**src/rtl/mux4_rr_arbiter_if.sv**
```systemverilog
// Request/data/grant bundle between four requesters and the shared 4:1 mux arbiter.
// The requester side uses the master modport; the arbiter uses the slave modport.
interface mux4_rr_arbiter_if;
    logic [3:0] req;
    logic       a;
    logic       b;
    logic       c;
    logic       d;
    logic [3:0] gnt;
    logic       sel1;
    logic       sel2;
    logic       y;
    logic       busy;

    modport master (
        output req, a, b, c, d,
        input  gnt, sel1, sel2, y, busy
    );

    modport slave (
        input  req, a, b, c, d,
        output gnt, sel1, sel2, y, busy
    );
endinterface

```
**src/rtl/mux4_rr_arbiter.sv**
```systemverilog
// Sequencer for a shared 4:1 single-bit mux: round-robin grant with bounded hold, registered y.
// Define MUX_ARB_FIXED_PRIO_EN for fixed priority (req[0] highest); ptr then stays at 0.
//
// state | meaning
// IDLE  | no owner; gnt=0, busy=0, y driven low, sel keeps its last value
// BUSY  | one requester owns the mux; y samples its data every cycle
module mux4_rr_arbiter #(
    parameter int MAX_HOLD = 4,
    parameter int CNT_W    = 8
) (
    input  logic clk,
    input  logic rst,
    mux4_rr_arbiter_if.slave bus
);

    typedef enum logic {IDLE, BUSY} state_t;

    localparam logic [CNT_W-1:0] HOLD_LAST = CNT_W'(MAX_HOLD - 1);

    state_t           state_q, state_d;
    logic [3:0]       gnt_q, gnt_d;
    logic [1:0]       sel_q, sel_d;
    logic             y_q, y_d;
    logic             busy_q, busy_d;
    logic [1:0]       ptr_q, ptr_d;
    logic [CNT_W-1:0] hold_q, hold_d;

    logic [3:0] din;
    logic [1:0] scan_start;
    logic [2:0] win;
    logic       release_now;

    assign din = {bus.d, bus.c, bus.b, bus.a};

    // Returns {found, index} of the first set bit scanning start, start+1, ... mod 4.
    function automatic logic [2:0] pick(input logic [3:0] r, input logic [1:0] start);
        logic [2:0] res;
        logic [1:0] idx;
        res = 3'b000;
        for (int i = 3; i >= 0; i--) begin
            idx = start + 2'(i);
            if (r[idx]) res = {1'b1, idx};
        end
        return res;
    endfunction

    always_comb begin
        release_now = (!bus.req[sel_q]) || (hold_q == HOLD_LAST);
`ifdef MUX_ARB_FIXED_PRIO_EN
        scan_start = 2'd0;
`else
        scan_start = (state_q == IDLE) ? ptr_q : sel_q + 2'd1;
`endif
        win = pick(bus.req, scan_start);
    end

    always_comb begin
        state_d = state_q;
        gnt_d   = gnt_q;
        sel_d   = sel_q;
        y_d     = y_q;
        busy_d  = busy_q;
        ptr_d   = ptr_q;
        hold_d  = hold_q;

        case (state_q)
            IDLE: begin
                y_d = 1'b0;
                if (win[2]) begin
                    state_d = BUSY;
                    gnt_d   = 4'b0001 << win[1:0];
                    sel_d   = win[1:0];
                    hold_d  = '0;
                    busy_d  = 1'b1;
                end
            end
            BUSY: begin
                // sel_q is the owner index, so it also drives the mux
                y_d    = din[sel_q];
                hold_d = hold_q + CNT_W'(1);
                if (release_now) begin
`ifndef MUX_ARB_FIXED_PRIO_EN
                    ptr_d = sel_q + 2'd1;
`endif
                    if (win[2]) begin
                        gnt_d  = 4'b0001 << win[1:0];
                        sel_d  = win[1:0];
                        hold_d = '0;
                    end else begin
                        state_d = IDLE;
                        gnt_d   = 4'b0000;
                        busy_d  = 1'b0;
                        hold_d  = '0;
                    end
                end
            end
            default: state_d = IDLE;
        endcase
    end

    always_ff @(posedge clk) begin
        if (rst) begin
            state_q <= IDLE;
            gnt_q   <= 4'b0000;
            sel_q   <= 2'b00;
            y_q     <= 1'b0;
            busy_q  <= 1'b0;
            ptr_q   <= 2'b00;
            hold_q  <= '0;
        end else begin
            state_q <= state_d;
            gnt_q   <= gnt_d;
            sel_q   <= sel_d;
            y_q     <= y_d;
            busy_q  <= busy_d;
            ptr_q   <= ptr_d;
            hold_q  <= hold_d;
        end
    end

    assign bus.gnt  = gnt_q;
    assign bus.sel1 = sel_q[1];
    assign bus.sel2 = sel_q[0];
    assign bus.y    = y_q;
    assign bus.busy = busy_q;

endmodule
```
**src/flat_wrapper.sv**
```systemverilog
// flat-port wrapper written by rule: the top's interface ports become plain ports
module mux4_rr_arbiter_flat 
#(
    parameter int MAX_HOLD = 4,
    parameter int CNT_W    = 8
)
  (clk, rst, bus_req, bus_a, bus_b, bus_c, bus_d, bus_gnt, bus_sel1, bus_sel2, bus_y, bus_busy);
  mux4_rr_arbiter_if bus_i ();
  input  logic clk;
  input  logic rst;
  input wire logic [$bits(bus_i.req)-1:0] bus_req;
  input wire logic [$bits(bus_i.a)-1:0] bus_a;
  input wire logic [$bits(bus_i.b)-1:0] bus_b;
  input wire logic [$bits(bus_i.c)-1:0] bus_c;
  input wire logic [$bits(bus_i.d)-1:0] bus_d;
  output wire logic [$bits(bus_i.gnt)-1:0] bus_gnt;
  output wire logic [$bits(bus_i.sel1)-1:0] bus_sel1;
  output wire logic [$bits(bus_i.sel2)-1:0] bus_sel2;
  output wire logic [$bits(bus_i.y)-1:0] bus_y;
  output wire logic [$bits(bus_i.busy)-1:0] bus_busy;
  assign bus_i.req = bus_req;
  assign bus_i.a = bus_a;
  assign bus_i.b = bus_b;
  assign bus_i.c = bus_c;
  assign bus_i.d = bus_d;
  assign bus_gnt = bus_i.gnt;
  assign bus_sel1 = bus_i.sel1;
  assign bus_sel2 = bus_i.sel2;
  assign bus_y = bus_i.y;
  assign bus_busy = bus_i.busy;
  mux4_rr_arbiter #(.MAX_HOLD(MAX_HOLD), .CNT_W(CNT_W)) u_core (.clk(clk), .rst(rst), .bus(bus_i));
endmodule
```
**config.mk**
```make
export PLATFORM = sky130hd
export DESIGN_NAME = mux4_rr_arbiter_flat
export DESIGN_NICKNAME = d
export VERILOG_FILES = /design/src/rtl/mux4_rr_arbiter_if.sv /design/src/rtl/mux4_rr_arbiter.sv /design/src/flat_wrapper.sv
export SDC_FILE = /design/constraint.sdc
export NUM_CORES = 1
export LEC_CHECK = 0
export CAP_MARGIN = 20
export CORE_ASPECT_RATIO = 0.7
export CORE_MARGIN = 5
export CORE_UTILIZATION = 50
export CTS_CLUSTER_SIZE = 20
export DETAILED_ROUTE_END_ITERATION = 8
export GPL_TIMING_DRIVEN = 0
export HOLD_SLACK_MARGIN = 0.15
export PLACE_DENSITY = 0.76
export SYNTH_ARGS = -nofsm -noshare
export SYNTH_HDL_FRONTEND = slang
export SYNTH_SLANG_ARGS = --single-unit
```
**constraint.sdc**
```tcl
create_clock -name clk -period 4.45 [get_ports clk]
set_clock_uncertainty 0.1 [all_clocks]
set_input_delay 0.89 -clock clk [delete_from_list [all_inputs] [get_ports clk]]
set_output_delay 0.89 -clock clk [all_outputs]
set_load 0.01 [all_outputs]
```
# Yosys cells after proc, flatten, opt, wreduce, memory -nomap -nowiden

Index checks and enable logic that the tools add are counted.

Bits in read-only memories: 0
Word-level logic and storage cells: 63
Input bits: 10
Bits in latches: 0
Output and inout port bits: 8
Memories kept: 0
Memory bits (writable): 0
Register bits after elaboration: 19

Add/subtract/negate cells: 5
Divide/modulo/power cells: 0
Reductions and logical operators: 5
Shift operators: 1
Order comparisons: 5
Bitwise gates (word level): 1
Eq/ne operators: 4
$mul: 0
Mux-type cells: 35

Operators by type and width:

| cell                | count |
|---|---|
| $mux 8              | 2 |
| $pmux 8 s2          | 1 |
| $lt 2x3->1 const B  | 5 |
| $bmux 1 s2          | 6 |
| $mux 3              | 4 |
| $mux 4              | 3 |
| $mux 1              | 11 |
| $add 8x1->8 const B | 1 |
| $eq 8x2->1 const B  | 1 |
| $pmux 4 s2          | 1 |
| $mux 2              | 3 |
| $pmux 1 s2          | 3 |
| $add 2x1->2 const B | 2 |
| $add 2x2->2 const B | 2 |
| $ne 2x2->1 const B  | 2 |
| $pmux 2 s2          | 1 |
| $reduce_and 2->1    | 2 |
| $shl 1x2->4 const A | 1 |
| $reduce_and 3->1    | 1 |
| $ne 2x1->1 const B  | 1 |
| $logic_not 1->1     | 1 |
| $logic_or 1x1->1    | 1 |
| $not 1->1           | 1 |

# Longest topological paths before layout

Word-level depth: 13
Mapped depth: 8
Mapped depth without buffers: 6

# Worst setup path after synthesis

No wires, ideal clock.

Kind: in2reg
From: input bus_req[3]
To: register u_core.gnt_q[2], in the netlist u_core.bus.gnt[2]
Cell stages on the path: 7
Arrival time: 2.167 ns
Data required time: 4.216 ns
Setup time: 0.134 ns
Setup slack: 2.049 ns
Buffers on the path: 2
Cell sequence: mux4_2 -> a21boi_1 -> and2_4 -> buf_6 -> buf_6 -> nor2_2 -> o32ai_1

Longest elaborated chain between the ends: 10
Elaborated cells on any way between the ends: 24
Those cells by class: eq/ne: 2; shift: 1; mux: 18; reduce/logical: 3

Ends and longest elaborated chain:

| element                      | RTL line                                     | text |
|---|---|---|
| start: declaration           | flat_wrapper.sv:11                           | `input wire logic [$bits(bus_i.req)-1:0] bus_req;` |
| $bmux 1 s2                   | mux4_rr_arbiter.sv:42                        | `if (r[idx]) res = {1'b1, idx};` |
| $mux 1 (implied by the code) | mux4_rr_arbiter.sv:42                        |  |
| $mux 3 (4 in series)         | mux4_rr_arbiter.sv:42                        |  |
| $shl 1x2->4                  | mux4_rr_arbiter.sv:71, mux4_rr_arbiter.sv:86 |  |
| $mux 4                       | mux4_rr_arbiter.sv:85                        | `if (win[2]) begin` |
| $mux 4                       | mux4_rr_arbiter.sv:81                        | `if (release_now) begin` |
| $pmux 4 s2                   | mux4_rr_arbiter.sv:66                        | `case (state_q)` |
| end signal: assignment       | mux4_rr_arbiter.sv:112                       | `gnt_q <= gnt_d;` |
| end: declaration             | mux4_rr_arbiter.sv:21                        | `logic [3:0] gnt_q, gnt_d;` |

Several ways; a longest one is shown, not always the timed one. The select of a mux whose other input is x is not followed.
A chain may end at the register's enable or synchronous reset.

# Worst setup path after layout

Ends and elaborated chain as after synthesis.

==> results.json <==
{
  "outcome": "finished clean",
  "path_cells": "clkdlybuf4s50_1 -> mux4_2 -> a21boi_1 -> and2_4 -> buf_6 -> buf_6 -> nor2_2 -> o32ai_1",
  "dieArea_mm2": 0.00319,
  "synth_edf_count": 0,
  "final_common_cell": "dfxtp_1",
  "dp_cells": 165,
  "hold_start": "u_core.bus.gnt[3]",
  "synthesis.nets": 136,
  "ant_nets": 0,
  "drt_iter0_drc": 45,
  "peakVddDrop_uv": 141,
  "worstHoldPathCells": 2,
  "root_buffer": "clkbuf_4",
  "period_needed_ns": 2.85,
  "place_congestion": 0.923,
  "critPathKind": "input port to flop",
  "n_fill_cell": 198,
  "grtUsageMet3_pct": 8.06,
  "utilization_pct": 61.4,
  "vias_per_cell": 6.15,
  "r2r-start": "u_core.sel_q[0]",
  "drt_wl_total_um": 2580,
  "grt_max_degree": 11,
  "regToRegSetupSlack_ns": 2.33,
  "portBuffers": 16,
  "max_clock_freq_ghz": 0.351,
  "yosys_register_bits": 19,
  "busiest_layer": "met2",
  "synth_top_cells_by_area": "dfxtp_1 (35%), a311oi_1 (4.9%), nand2_1 (4.2%), nand2b_1 (4.1%), a21oi_1 (3.7%)",
  "yosysUniqueCellTypes": 41,
  "initial_utilization_pct": 51.1,
  "p_leak_nw": 0.453,
  "worst_ep_required_time_ns": 4.52,
  "rsz0062_at_grt": "false",
  "arrival_ns": 2.92,
  "cts_buffers": 3,
  "slowest_delay_ns": 0.55,
  "num_antenna_cells": 0,
  "post-dp-hpwl_um": 1900,
  "vias": 1040,
  "antenna_found_initial": 0,
  "crit_path_max_fanout": 10,
  "reg2reg_depth": 7,
  "synthCells": 125,
  "cp-end-kind": "flop",
  "finalSetupViolations": 0,
  "critical-path-top-delay-family": "buffers and inverters",
  "ys_seq_area_share_pct": 35.4,
  "relSlewSlack_pct": 50.0,
  "yosys_warnings": 0,
  "fin_ws_ns": 1.60,
  "cap_violations": 0,
  "mostFrequentLayoutCells": "dfxtp_1 (19), clkdlybuf4s50_1 (16), nand2_1 (12), nor2_1 (9), a21oi_1 (8)",
  "grt_pass1_vias": 959,
  "rows": 14,
  "drc": 0,
  "synth_flop_cell": "dfxtp_1",
  "worst_slew_pin_slew_ns": 0.743,
  "die_h_um": 48.8,
  "die_w_um": 65.4,
  "r2r-end": "u_core.bus.gnt[2]",
  "multi_input_area_um2": 632,
  "io-pin-count": 18,
  "areaGrowthSynthToFinish_pct": 20.1,
  "crit_path_frequent_cell": "buf_6",
  "finalMaxSlewViolations": 0,
  "avgSynthCellArea_um2": 8.60,
  "htreeDepth": 1,
  "insertion_delay_ns": 0.29,
  "min_path_type": "flop to flop",
  "critPathBufInv": 3,
  "synthArstFlopShare_pct": 0,
  "tns_ns": 0,
  "holdPathEnd": "u_core.bus.gnt[3]",
  "path_clk_slew_ns": 0.09,
  "cts_setup_buffers": 0,
  "power.total_w": 0.000380,
  "grt_util_met1_pct": 23.6,
  "syn_area_mm2": 0.00107,
  "timing_hold_violations_final": 0,
  "first_pass_iters": 4,
  "grt_use_met2_pct": 25.4,
  "regArea_um2": 380,
  "yosysTopAreaCellShare_pct": 35.4,
  "cts_resized": 0,
  "fin_nets": 157,
  "period_share_pct": 64.0,
  "dp_slack_ns": 1.33,
  "placeableCoreArea_mm2": 0.00210,
  "drive_above_1_share_pct": 8.97,
  "grt_usage_pct": 17.5,
  "wire_per_inst_um": 15.3,
  "clock_sinks": 19,
  "cpMaxStageDelayCell": "clkdlybuf4s50_1",
  "finalNonFillerCells": 169,
  "gr-total-overflow": 0,
  "clk_path_buf_depth": 2,
  "grt_first_pass_wirelength_um": 4460,
  "cts_tree": "done",
  "synth_top_area_cell": "dfxtp_1",
  "cts_hold_buffers": 0,
  "crit_path_start_kind": "input port",
  "power-per-cell-area_mw_per_mm2": 295
}
-- cell families after synthesis --
family | share of synthesized area [%]
XOR/XNOR | 0.815
AND/OR/NAND/NOR | 26.5
AO/OA/AOI/OAI | 26.3
buffers and inverters | 5.82
adder cells (fa/ha/maj) | 1.16
multiplexers | 3.96
flip-flops | 35.4
-- power by group --
| part | switching, W | leakage (nW) | total (W) | internal (W) |
|---|---|---|---|---|
| clock | 0.0000490 | 0.0150 | 0.0000839 | 0.0000349 |
| combinational | 0.0000547 | 0.283 | 0.000108 | 0.0000538 |
| sequential | 0.00000763 | 0.155 | 0.000188 | 0.000180 |
| total | 0.000111 | 0.453 | 0.000380 | 0.000269 |
-- tightest hold or removal path: cells and delay by family, from the launching register on --
family | cells | cell delay, ns
and+or+nand+nor | 1 | 0.05
AOI/OAI and AO/OA | 1 | 0.06
DFF | 1 | 0.32
-- how the worst max path moves through the flow --
stage          depth (start not counted)                 to  slack (ns)       start
2_1_floorplan                          7  u_core.bus.gnt[2]        2.05  bus_req[3]
3_3_place_gp                           8  u_core.bus.gnt[3]        1.36  bus_req[3]
3_5_place_dp                           8  u_core.bus.gnt[2]        1.33  bus_req[3]
4_1_cts                                8  u_core.bus.gnt[2]        1.63  bus_req[3]
5_1_grt                                7  u_core.bus.gnt[3]        1.53  bus_req[3]
6_report                               8  u_core.bus.gnt[2]        1.60  bus_req[3]
-- per-layer routing --
metal  vias up  share of wire, %
met1       481                47
li1        512                 -
met2        43                43
met4         0              0.81
met5         -                 0
met3         4               9.1
-- registers in the layout, summed over array words and instances, names as in the netlist --
signal / count
u_core.hold_q: 8
u_core.bus.gnt: 4
u_core.ptr_q: 2
u_core.sel_q: 2
u_core.bus.busy: 1
u_core.bus.y: 1
u_core.state_q: 1
-- layout make-up --
| type | count | area share [%] |
|---|---|---|
| inverter | 5 | 1.45 |
| sequential | 19 | 29.5 |
| multi-input combinational | 94 | 48.9 |
| timing repair buffer | 16 | 12.4 |
| buffer | 7 | 3.39 |
| clock buffer | 4 | 2.03 |
| tap | 24 | 2.33 |
-- synthesized netlist by cell type, types with 2 or more instances --
master,count
dfxtp_1,19
nand2_1,12
nor2_1,9
a21oi_1,8
nand2b_1,7
a311oi_1,6
inv_1,5
nor2b_1,5
nor3_1,4
o21ai_0,4
a211oi_1,3
and3_1,3
clkbuf_1,3
a2111oi_0,2
a41oi_1,2
buf_2,2
buf_6,2
mux2i_1,2
nand3_1,2
o22ai_1,2
o32ai_1,2
o32ai_2,2
-- through the flow --
step | cell area, um2 | hold WS, ns
after CTS | 1290 | 0.376
final | 1290 | 0.377
after floorplan | 1070 | 0.352
after detailed placement | 1260 | 0.361
after global placement | 1260 | 0.359
after global routing | 1290 | 0.410
Power figures use the tool's default switching activity.
